### config.mk
export PLATFORM = sky130hd
export DESIGN_NAME = jam_cost_arbiter
export DESIGN_NICKNAME = d
export VERILOG_FILES = /design/src/rtl/jam_pkg.sv /design/src/rtl/jam_rr_pick.sv /design/src/rtl/jam_cost_arbiter.sv
export SDC_FILE = /design/constraint.sdc
export NUM_CORES = 1
export LEC_CHECK = 0
export CAP_MARGIN = 20
export CORE_MARGIN = 5
export CORE_UTILIZATION = 46
export CTS_BUF_LIST = sky130_fd_sc_hd__clkbuf_2 sky130_fd_sc_hd__clkbuf_4 sky130_fd_sc_hd__clkbuf_8
export CTS_CLUSTER_SIZE = 12
export DETAILED_ROUTE_END_ITERATION = 8
export HOLD_SLACK_MARGIN = 0.02
export PLACE_DENSITY = 0.79
export SETUP_SLACK_MARGIN = 0.4
export SLEW_MARGIN = 20
export SYNTH_ARGS = -nofsm -noshare
export SYNTH_HDL_FRONTEND = slang
export SYNTH_SLANG_ARGS = --single-unit
### constraint.sdc
create_clock -name CLK -period 1.8 [get_ports CLK]
set_input_delay 0.54 -clock CLK [delete_from_list [all_inputs] [get_ports CLK]]
set_output_delay 0.54 -clock CLK [all_outputs]
set_load 0.05 [all_outputs]
### src/rtl/jam_pkg.sv
// Shared widths, defaults and state encoding for the cost-table burst arbiter.
package jam_pkg;

  localparam int unsigned LIST_COUNT_DFLT = 8;
  localparam int unsigned IDX_W  = 3;
  localparam int unsigned COST_W = 7;
  localparam int unsigned SUM_W  = 10;

  typedef enum logic {
    IDLE  = 1'b0,
    BURST = 1'b1
  } jam_state_e;

endpackage

### src/rtl/jam_rr_pick.sv
// Two-way round-robin pick: a lone requester wins; on contention the one
// that did not win last time is chosen.
module jam_rr_pick (
  input  logic req0,
  input  logic req1,
  input  logic rr_last,
  output logic any,
  output logic winner
);

  always_comb begin
    any    = req0 | req1;
    winner = (req0 & req1) ? ~rr_last : req1;
  end

endmodule

### src/rtl/jam_cost_arbiter.sv
// Grants whole bursts of cost-table lookups (workers 0..LIST_COUNT-1) to one of
// two permutation evaluators, returning per-beat costs and the burst total.
//
// state | meaning
// IDLE  | no burst in flight, table port parked at W=0/J=0
// BURST | owner drives one job per cycle, cnt walks the worker index
module jam_cost_arbiter
  import jam_pkg::*;
#(
  parameter int unsigned LIST_COUNT = LIST_COUNT_DFLT
) (
  input  logic              CLK,
  input  logic              RST_N,
  input  logic              req0,
  input  logic [IDX_W-1:0]  job0,
  output logic              ack0,
  input  logic              req1,
  input  logic [IDX_W-1:0]  job1,
  output logic              ack1,
  output logic [IDX_W-1:0]  W,
  output logic [IDX_W-1:0]  J,
  input  logic [COST_W-1:0] Cost,
  output logic              rsp_valid,
  output logic [COST_W-1:0] rsp_cost,
  output logic              rsp_id,
  output logic              rsp_done,
  output logic [SUM_W-1:0]  rsp_sum
);

  localparam logic [IDX_W-1:0] LAST_IDX = IDX_W'(LIST_COUNT - 1);

  jam_state_e       state;
  logic [IDX_W-1:0] cnt;
  logic             owner;
  logic             rr_last;
  logic [SUM_W-1:0] acc;

  logic             any;
  logic             winner;
  logic [SUM_W-1:0] cost_ext;

  jam_rr_pick u_pick (
    .req0    (req0),
    .req1    (req1),
    .rr_last (rr_last),
    .any     (any),
    .winner  (winner)
  );

  assign cost_ext = SUM_W'(Cost);

  always_comb begin
    W    = '0;
    J    = '0;
    ack0 = 1'b0;
    ack1 = 1'b0;
    if (state == BURST) begin
      W    = cnt;
      J    = owner ? job1 : job0;
      ack0 = ~owner;
      ack1 = owner;
    end
  end

  always_ff @(posedge CLK or negedge RST_N) begin
    if (!RST_N) begin
      state     <= IDLE;
      cnt       <= '0;
      owner     <= 1'b0;
      rr_last   <= 1'b1;
      acc       <= '0;
      rsp_valid <= 1'b0;
      rsp_cost  <= '0;
      rsp_id    <= 1'b0;
      rsp_done  <= 1'b0;
      rsp_sum   <= '0;
    end else begin
      rsp_valid <= 1'b0;
      rsp_done  <= 1'b0;
      case (state)
        IDLE: begin
          if (any) begin
            state   <= BURST;
            owner   <= winner;
            rr_last <= winner;
            cnt     <= '0;
            acc     <= '0;
          end
        end
        BURST: begin
          rsp_cost  <= Cost;
          rsp_valid <= 1'b1;
          rsp_id    <= owner;
          acc       <= acc + cost_ext;
          cnt       <= cnt + 1'b1;
          if (cnt == LAST_IDX) begin
            rsp_done <= 1'b1;
            rsp_sum  <= acc + cost_ext;
            // rr_last already equals the finishing owner, so a waiting peer wins next
            if (any) begin
              owner   <= winner;
              rr_last <= winner;
              cnt     <= '0;
              acc     <= '0;
            end else begin
              state <= IDLE;
            end
          end
        end
        default: state <= IDLE;
      endcase
    end
  end

endmodule

==> results.md, run 1 <==
- Outcome: finished, violations left
- Violated checks: negative setup slack
- Relative contribution of the clock network to total power: 8.3%
- Worst-path cell with the longest stage delay: dfrtp_1
- Register area share after synthesis: 50.49%
- Detailed-route wire length: approximately 8.4 mm
- Number of buffers added by the clock tree synthesis step: 5
- Share of power burned in registers: 21.2%
- Required time reported for the critical path endpoint: 1.98 ns
- Fraction of final layout cells with drive strength greater than 1: between 60 and 70%
- Final routed DRC violation total: 0
- Power spent charging and discharging nets: between 3 and 4 mW
- Final worst path period share: 110.9%
- Dpl hpwl: 3.670 mm
- Worst reg2reg path depth: 8
- Via count: 1835
- Core Region: roughly 3700 um2
- Average size of a mapped cell: approximately 11 um2
- Worst setup timing slack at the placement stage: -0.7391 ns
- Max Slew Vio Count: 0
- Number of cells produced by synthesis: approximately 160
- Total of flip-flops plus latches after synthesis: 36
- Starting utilization of the core area: roughly 48%
- Layout-stage area growth over the synthesis result: 98.74%
- Wire length of the first global-routing pass: ~11 mm
- Crit-path max FO: 2
- Slew Limit Headroom: roughly 78%
- Max cap viols: 0
- Clock tree from TritonCTS: built
- Vert. Die Dim: a little over 70 um
- Fmax achieved: around 500 MHz
- Longest individual stage delay on the worst path: between 0.4 and 0.5 ns
- Number of setup violations in the final report: 14
- Standard-cell row count: 22
- Fin worst setup slack: -0.1968 ns
- Critical path, cell by cell: ha_4 > inv_2 > fa_2 > nand2b_4 > a21oi_4 > a211oi_2 > xnor2_1 > mux2_4
- Clk Latency, worst-skew pair: 0.30 ns
- Average wire per cell in the routed design: about 27 um
- Initial antenna violation count: 1
- Number of placed I/O pins: 45
- Clock root buffer: clkbuf_8
- Total overflow reported by the global router: 0
- Worst vdd ir: between 0.001 and 0.0015 V
- Routability-driven placement congestion ratio: ~0.75
- Inst Count DP: 266
- Post-synthesis cell area: between 1500 and 2000 um2
- Unique masters post-synth: 32
- Logic depth of the worst path, buffers included: 8
- Post-CTS Hold Buffers: 0
- Leakage power summed over all cells: about 1.6 nW
- Buffer depth of the longest clock path: 2
- Number of port buffers: 44
- Yosys synthesis warning count: 0
- Net count, final: 287
- Syn nets: 184
- Crit start category: flop
- Iteration-0 DRC count of the detailed router: approximately 200
- Worst Tran Pin Value: 0.3347 ns
- Cell Int Power: 4.274 mW
- Buf/Inv on CP: 1
- Post-layout min period: 1.997 ns
- Top library cells by usage in the layout, fill and taps aside: buf_4, dfrtp_1, buf_12
- Clock tree sinks: 36
- Final cell count without fillers: a little over 300
- Class of the tightest hold or removal check: input port to asynchronous set/reset pin
- Unrepaired setup endpoints after global routing: true
- CP Data Arrival Time: about 2.2 ns
- Number of global-route vias before repair: 2000
- Die area: about 5200 um2
- Total number of H-tree levels: 2
- Setup TNS Final: -1.188 ns
- Worst clock skew on the final layout: 0.008605 ns
- GRT Resource Usage Total: 28.20%
- Kind of critical path: flop to flop
- Power density of the placed cells: about 2200 nW/um2
- Final Hold Viols: 0
- Vias per cell: ~6
- Maximum number of pins on one net before global-route repair: 14
- Utilization after layout: between 90% and 100%
- Switching power share of the total: between 40 and 50%
- Clock transition at the registers of the reported paths: roughly 0.08 ns
- Sort of element at the end of the critical path: flop
- Cell family with the largest share of critical-path delay: adder cells
- Antenna-violating nets left: 0
- Most common cell after layout, fill and taps aside: buf_4
- Die span in x: roughly 72 um
- Number of detailed-routing iterations run before antenna repair: 4
- Share of total power in combinational logic: 70.5%
-- Yosys cell counts --
cell type / count / share of area (%)
dfstp_2: 1 / 1.5
a22o_1: 7 / 3.4
nand3_1: 1 / 0.28
a211oi_1: 1 / 0.42
a21oi_1: 8 / 2.2
nor2_1: 2 / 0.42
xnor2_1: 4 / 2.0
o21ai_0: 12 / 3.4
a211o_1: 1 / 0.49
o211ai_1: 1 / 0.42
o21ai_1: 1 / 0.28
a21o_1: 2 / 0.84
nor3_1: 1 / 0.28
fa_1: 1 / 1.1
inv_1: 5 / 1.1
and2_1: 5 / 1.8
nor2b_1: 6 / 2.1
a21oi_2: 1 / 0.49
nand2_1: 17 / 3.6
nand4_2: 1 / 0.70
dfrtp_1: 35 / 49
o211ai_2: 2 / 1.4
buf_2: 3 / 0.84
mux2_2: 13 / 8.2
nand2b_1: 3 / 1.1
xor2_1: 4 / 2.0
clkbuf_1: 3 / 0.63
o221a_2: 1 / 0.63
a211oi_2: 1 / 0.70
ha_1: 9 / 6.3
or3_1: 1 / 0.35
mux2i_1: 4 / 2.2
-- metal layers --
metal,GRT usage [%],vias up,wire [um]
li1,-,761,-
met1,32.66,915,3101
met2,48.94,111,4290
met3,4.709,48,485
met4,16.08,0,557
met5,0,-,0
-- registers in the layout (all words and copies together), names as in the netlist, 3 cells and up --
signal,count
rsp_cost,7
rsp_sum,10
cnt,3
acc,10
-- metrics by stage --
step	power [mW]	hold WS, ns	instance area, um2
after floorplan	3.673	0.2444	1927
after global placement	5.140	0.4719	2790
after detailed placement	5.281	0.4998	2790
after CTS	6.699	0.4858	3299
after global routing	7.943	0.5168	3551
final	7.708	0.4777	3551
-- logic make-up (layout without fill, tap and decap cells) --
logic type,count (synthesis),count (layout),synth area share (%)
DFF,36,36,50.49
adders and majority gates,10,10,7.423
xor gates and xnor gates,8,8,3.921
other,0,1,0
muxes,17,17,10.43
and+or+nand+nor,37,37,10.50
AOI/OAI and AO/OA,38,38,14.71
buffers and inverters,11,115,2.521
-- layout make-up --
| cell class | count | area (um2) |
|---|---|---|
| Timing Repair Buffer | 102 | 1175 |
| Sequential cell | 36 | 905.9 |
| Clock buffer | 8 | 97.59 |
| Fill cell | 78 | 165.2 |
| Multi-Input combinational cell | 110 | 1291 |
| Tap cell | 48 | 60.06 |
| Inverter | 5 | 18.77 |
| Antenna cell | 1 | 2.502 |
-- what timing repair did --
item                       in CTS  in global routing
setup endpoints to repair      51                 53
setup buffers                  24                 11
pin swaps                      23                 16
resized for setup              83                 35
-- worst reg2reg max path: stages, from the launching register on --
cell,delay (ns)
dfrtp_1,0.41
ha_4,0.17
inv_2,0.04
fa_2,0.35
nand2b_4,0.19
a21oi_4,0.22
a211oi_2,0.07
xnor2_1,0.15
mux2_4,0.27
-- path summary, 6_finish.rpt --
kind,slack [ns],start,endpoint
hold / removal,0.48,RST_N,rsp_sum[7]$_DFFE_PN0P_
max in group asynchronous,0.82,RST_N,rsp_sum[4]$_DFFE_PN0P_
setup / recovery,-0.20,acc[0]$_DFFE_PN0P_,rsp_sum[6]$_DFFE_PN0P_
hold reg to reg,0.57,rsp_cost[4]$_DFFE_PN0P_,rsp_cost[4]$_DFFE_PN0P_
setup reg to reg,-0.20,acc[0]$_DFFE_PN0P_,rsp_sum[6]$_DFFE_PN0P_
min in group CLK,0.56,Cost[4],rsp_cost[4]$_DFFE_PN0P_
-- power by group through the flow --
stage	combinational, mW	clock, mW	sequential [mW]
floorplan	1.78	0	1.89
global placement	3.64	0	1.50
detailed placement	3.75	0	1.53
CTS	4.55	0.618	1.53
global route	5.61	0.672	1.66
finish	5.43	0.641	1.63
(Power assumes the default switching activity.)
==> inputs of run 2 (changes only) <==
--- a/config.mk
+++ b/config.mk
@@ -5,7 +5,6 @@
 export SDC_FILE = /design/constraint.sdc
 export NUM_CORES = 1
 export LEC_CHECK = 0
-export CAP_MARGIN = 20
 export CORE_MARGIN = 5
 export CORE_UTILIZATION = 46
 export CTS_BUF_LIST = sky130_fd_sc_hd__clkbuf_2 sky130_fd_sc_hd__clkbuf_4 sky130_fd_sc_hd__clkbuf_8
==> results of run 2 <==
Final layout, timing and power as in run 1 (identical DEF).
==> inputs of run 3 (changes only) <==
--- a/config.mk
+++ b/config.mk
@@ -11,9 +11,10 @@
 export CTS_CLUSTER_SIZE = 12
 export DETAILED_ROUTE_END_ITERATION = 8
 export HOLD_SLACK_MARGIN = 0.02
-export PLACE_DENSITY = 0.79
+export PLACE_DENSITY = 0.78
 export SETUP_SLACK_MARGIN = 0.4
 export SLEW_MARGIN = 20
 export SYNTH_ARGS = -nofsm -noshare
 export SYNTH_HDL_FRONTEND = slang
+export SYNTH_HIERARCHICAL = 1
 export SYNTH_SLANG_ARGS = --single-unit
==> results.md, run 3 <==
- Max Slew Vio Count: 0 (unchanged)
- Predominant post-synthesis flop cell: dfrtp_1 (unchanged)
- Total of flip-flops plus latches after synthesis: 36 (unchanged)
- Unrepaired setup endpoints after global routing: true (unchanged)
- Worst setup path endpoint: rsp_sum[8]$_DFFE_PN0P_ (was rsp_sum[6]$_DFFE_PN0P_)
- Maximum number of pins on one net before global-route repair: 37 (was 14)
- Max cap viols: 0 (unchanged)
- First element of the critical path: acc[0]$_DFFE_PN0P_ (unchanged)
- Die span in x: 73.15 um (was 72.33 um)
- Average size of a mapped cell: 10.73 um2 (was 11.38 um2)
- Power density of the placed cells: 2029 nW/um2 (was 2171 nW/um2)
- Unique masters post-synth: 41 (was 32)
- Violated checks: negative setup slack (unchanged)
- Number of port buffers: 44 (unchanged)
- Core Region: 3943 um2 (was 3716 um2)
- Worst clock skew on the final layout: 0.007449 ns (was 0.008605 ns)
- Top cells by area, synth: dfrtp_1, ha_1, mux2_2 (was dfrtp_1, mux2_2, ha_1)
- Average wire per cell in the routed design: 21.95 um (was 27.21 um)
- Fmax achieved: 525.0 MHz (was 500.8 MHz)
- Number of cells on the worst hold path: 2
- Number of global-route vias before repair: 1820 (was 2000)
- Share of total power in combinational logic: 69.1% (was 70.5%)
- Async set-or-reset flop fraction in the synthesized netlist: 100.0% (unchanged)
- Crit start category: flop (unchanged)
- Top cells by count, synth: dfrtp_1, nand2_1, ha_1, mux2_2 (was dfrtp_1, nand2_1, mux2_2)
- Outcome: finished, violations left (unchanged)
- Launch point of the worst reg-to-reg path: acc[0]$_DFFE_PN0P_ (unchanged)
- Net count, final: 284 (was 287)
- Buffer depth of the longest clock path: 2 (unchanged)
- Vert. Die Dim: 73.15 um (was 72.33 um)
- Switching power share of the total: 44.73% (was 44.54%)
- Syn nets: 198 (was 184)
- Via count: 1829 (was 1835)
- Slew Limit Headroom: 64.89% (was 77.59%)
- Fin worst setup slack: -0.1046 ns (was -0.1968 ns)
- Number of cells produced by synthesis: 171 (was 157)
- Iteration-0 DRC count of the detailed router: 153 (was 198)
- Dpl hpwl: 3.746 mm (was 3.670 mm)
- Total inserted antenna cells: 0 (was 1)
- Layout-stage area growth over the synthesis result: 88.74% (was 98.74%)
- Post-CTS Hold Buffers: 0 (unchanged)
- Number of buffers added by the clock tree synthesis step: 5 (unchanged)
- Inst Count DP: 276 (was 266)
- Leakage power summed over all cells: 1.541 nW (was 1.634 nW)
- Standard-cell row count: 23 (was 22)
- Cell Int Power: 3.883 mW (was 4.274 mW)
- CP Data Arrival Time: 2.11 ns (was 2.17 ns)
- Starting utilization of the core area: 46.52% (was 48.08%)
- Post-layout min period: 1.905 ns (was 1.997 ns)
- Worst setup timing slack at the placement stage: -0.7488 ns (was -0.7391 ns)
- Top library cells by usage in the layout, fill and taps aside: dfrtp_1, buf_12, buf_4 (was buf_4, dfrtp_1, buf_12)
- Clock tree sinks: 36 (unchanged)
- Setup slack of the worst register-to-register path: -0.10 ns (was -0.20 ns)
- Die area: 5350 um2 (was 5231 um2)
- Clk Latency, worst-skew pair: 0.30 ns (about the same)
- Clock tree from TritonCTS: built (unchanged)
- Worst vdd ir: 0.001287 V (was 0.001476 V)
- Most common cell after layout, fill and taps aside: dfrtp_1 (was buf_4)
- Relative contribution of the clock network to total power: 8.8% (was 8.3%)
- Total overflow reported by the global router: 0 (unchanged)
- Detailed-route wire length: 6.760 mm (was 8.434 mm)
- Final worst path period share: 105.8% (was 110.9%)
- Vias per cell: 5.938 (was 5.919)
- Register area share after synthesis: 49.18% (was 50.49%)
- Number of placed I/O pins: 45 (unchanged)
- Clock transition at the registers of the reported paths: 0.08 ns (about the same)
- Post-synthesis cell area: 1834 um2 (was 1787 um2)
- Kind of critical path: flop to flop (unchanged)
- Share of power burned in registers: 22.1% (was 21.2%)
- Cell accounting for the most synthesized area: dfrtp_1 (unchanged)
- Number of synthesized flops with an enable pin: 0 (unchanged)
- Wire length of the first global-routing pass: 9.114 mm (was 10.93 mm)
- Clock root buffer: clkbuf_8 (unchanged)
- Number of detailed-routing iterations run before antenna repair: 4 (unchanged)
- Utilization after layout: 87.81% (was 95.56%)
- Yosys synthesis warning count: 6 (was 0)
- Final Hold Viols: 0 (unchanged)
- Antenna-violating nets left: 0 (unchanged)
- Initial antenna violation count: 0 (was 1)
- Total number of H-tree levels: 2 (unchanged)
- Most frequent cell after synthesis: dfrtp_1 (unchanged)
- Crit-path max FO: 3 (was 2)
- Power spent charging and discharging nets: 3.142 mW (was 3.433 mW)
- Final cell count without fillers: 308 (was 310)
- Share of the synthesized area in the top cell type: 47.75% (was 49.02%)
- Design Area, Final: 3462 um2 (was 3551 um2)
- Final routed DRC violation total: 0 (unchanged)
- Worst Tran Pin Value: 0.5212 ns (was 0.3347 ns)
- Fraction of final layout cells with drive strength greater than 1: 59.30% (was 67.05%)
- Leading registers by flop count: acc: 10 flops, rsp_sum: 10 flops, rsp_cost: 7 flops (unchanged)
- GRT Resource Usage Total: 22.75% (was 28.20%)
- Sort of element at the end of the critical path: flop (unchanged)
- Class of the tightest hold or removal check: flop to flop (was input port to asynchronous set/reset pin)
- Post-layout total power: 7.025 mW (was 7.708 mW)
- Required time reported for the critical path endpoint: 2.00 ns (was 1.98 ns)
- Worst reg2reg path depth: 7 (was 8)
- Instance area at placement: 2875 um2 (was 2790 um2)
- Worst flop-to-flop path endpoint: rsp_sum[8]$_DFFE_PN0P_ (was rsp_sum[6]$_DFFE_PN0P_)
- Number of setup violations in the final report: 8 (was 14)
- Routability-driven placement congestion ratio: 0.8501 (was 0.7521)
-- run 3: logic make-up after synthesis --
group                    Yosys count  share of synthesized area [%]
buffers and inverters             10                          2.114
multiplexers                      14                          8.254
AND/OR/NAND/NOR                   53                          13.30
adder cells (fa/ha/maj)           10                          7.231
AO/OA/AOI/OAI                     45                          18.49
flip-flops                        36                          49.18
XOR/XNOR                           3                          1.433
-- run 3: layout make-up --
class	instances	area, um2
multi-input cells	125	1319
repair buffers	84	1050
flip-flops and latches	36	904.6
fillers	171	480.5
clock buffers	6	82.58
well taps	50	62.56
inverters	5	33.78
clock inverters	2	10.01
-- run 3: layer usage --
layer  vias up  global-route usage [%]  share of wire [%]
met1       902                   26.52                 36
li1        790                       -                  -
met4         0                   9.016                4.0
met2       100                   39.62                 53
met3        37                   5.785                7.0
met5         -                       0                  0
-- run 3: worst min-delay path by stage --
stage	start	slack, ns	endpoint
floorplan	RST_N	0.24	acc[0]$_DFFE_PN0P_
global placement	rr_last$_DFFE_PN1P_	0.45	rr_last$_DFFE_PN1P_
detailed placement	rr_last$_DFFE_PN1P_	0.46	rr_last$_DFFE_PN1P_
CTS	rr_last$_DFFE_PN1P_	0.47	rr_last$_DFFE_PN1P_
global route	rr_last$_DFFE_PN1P_	0.49	rr_last$_DFFE_PN1P_
finish	rr_last$_DFFE_PN1P_	0.47	rr_last$_DFFE_PN1P_
-- run 3: per-stage QoR --
step / TNS (ns) / hold slack (ns)
finish: -0.2745 / 0.4705
global route: -0.7697 / 0.4887
CTS: -0.0006872 / 0.4713
detailed placement: -9.448 / 0.4595
global placement: -8.512 / 0.4486
floorplan: -0.08526 / 0.2444
-- run 3: power by group through the flow --
stage	Sequential, mW	Combinational [mW]	Clock, mW
after detailed placement	1.51	3.75	0
after global routing	1.59	5.06	0.657
after floorplan	1.88	1.83	0
after CTS	1.51	4.28	0.621
after global placement	1.48	3.66	0
final	1.56	4.85	0.618
-- run 3: timing repair --
| action | CTS | global route |
|---|---|---|
| gates resized for setup | 73 | 29 |
| pin swaps | 24 | 21 |
| cloned | 0 | 1 |
| setup buffers | 11 | 12 |
| setup endpoints to repair | 55 | 46 |
-- run 3: worst max-delay path, stage by stage (launching register included) --
cell      delay, ns
dfrtp_1        0.40
ha_4           0.15
inv_2          0.04
fa_2           0.37
nor2b_4        0.19
o31ai_4        0.09
a2111o_1       0.42
o211ai_1       0.15
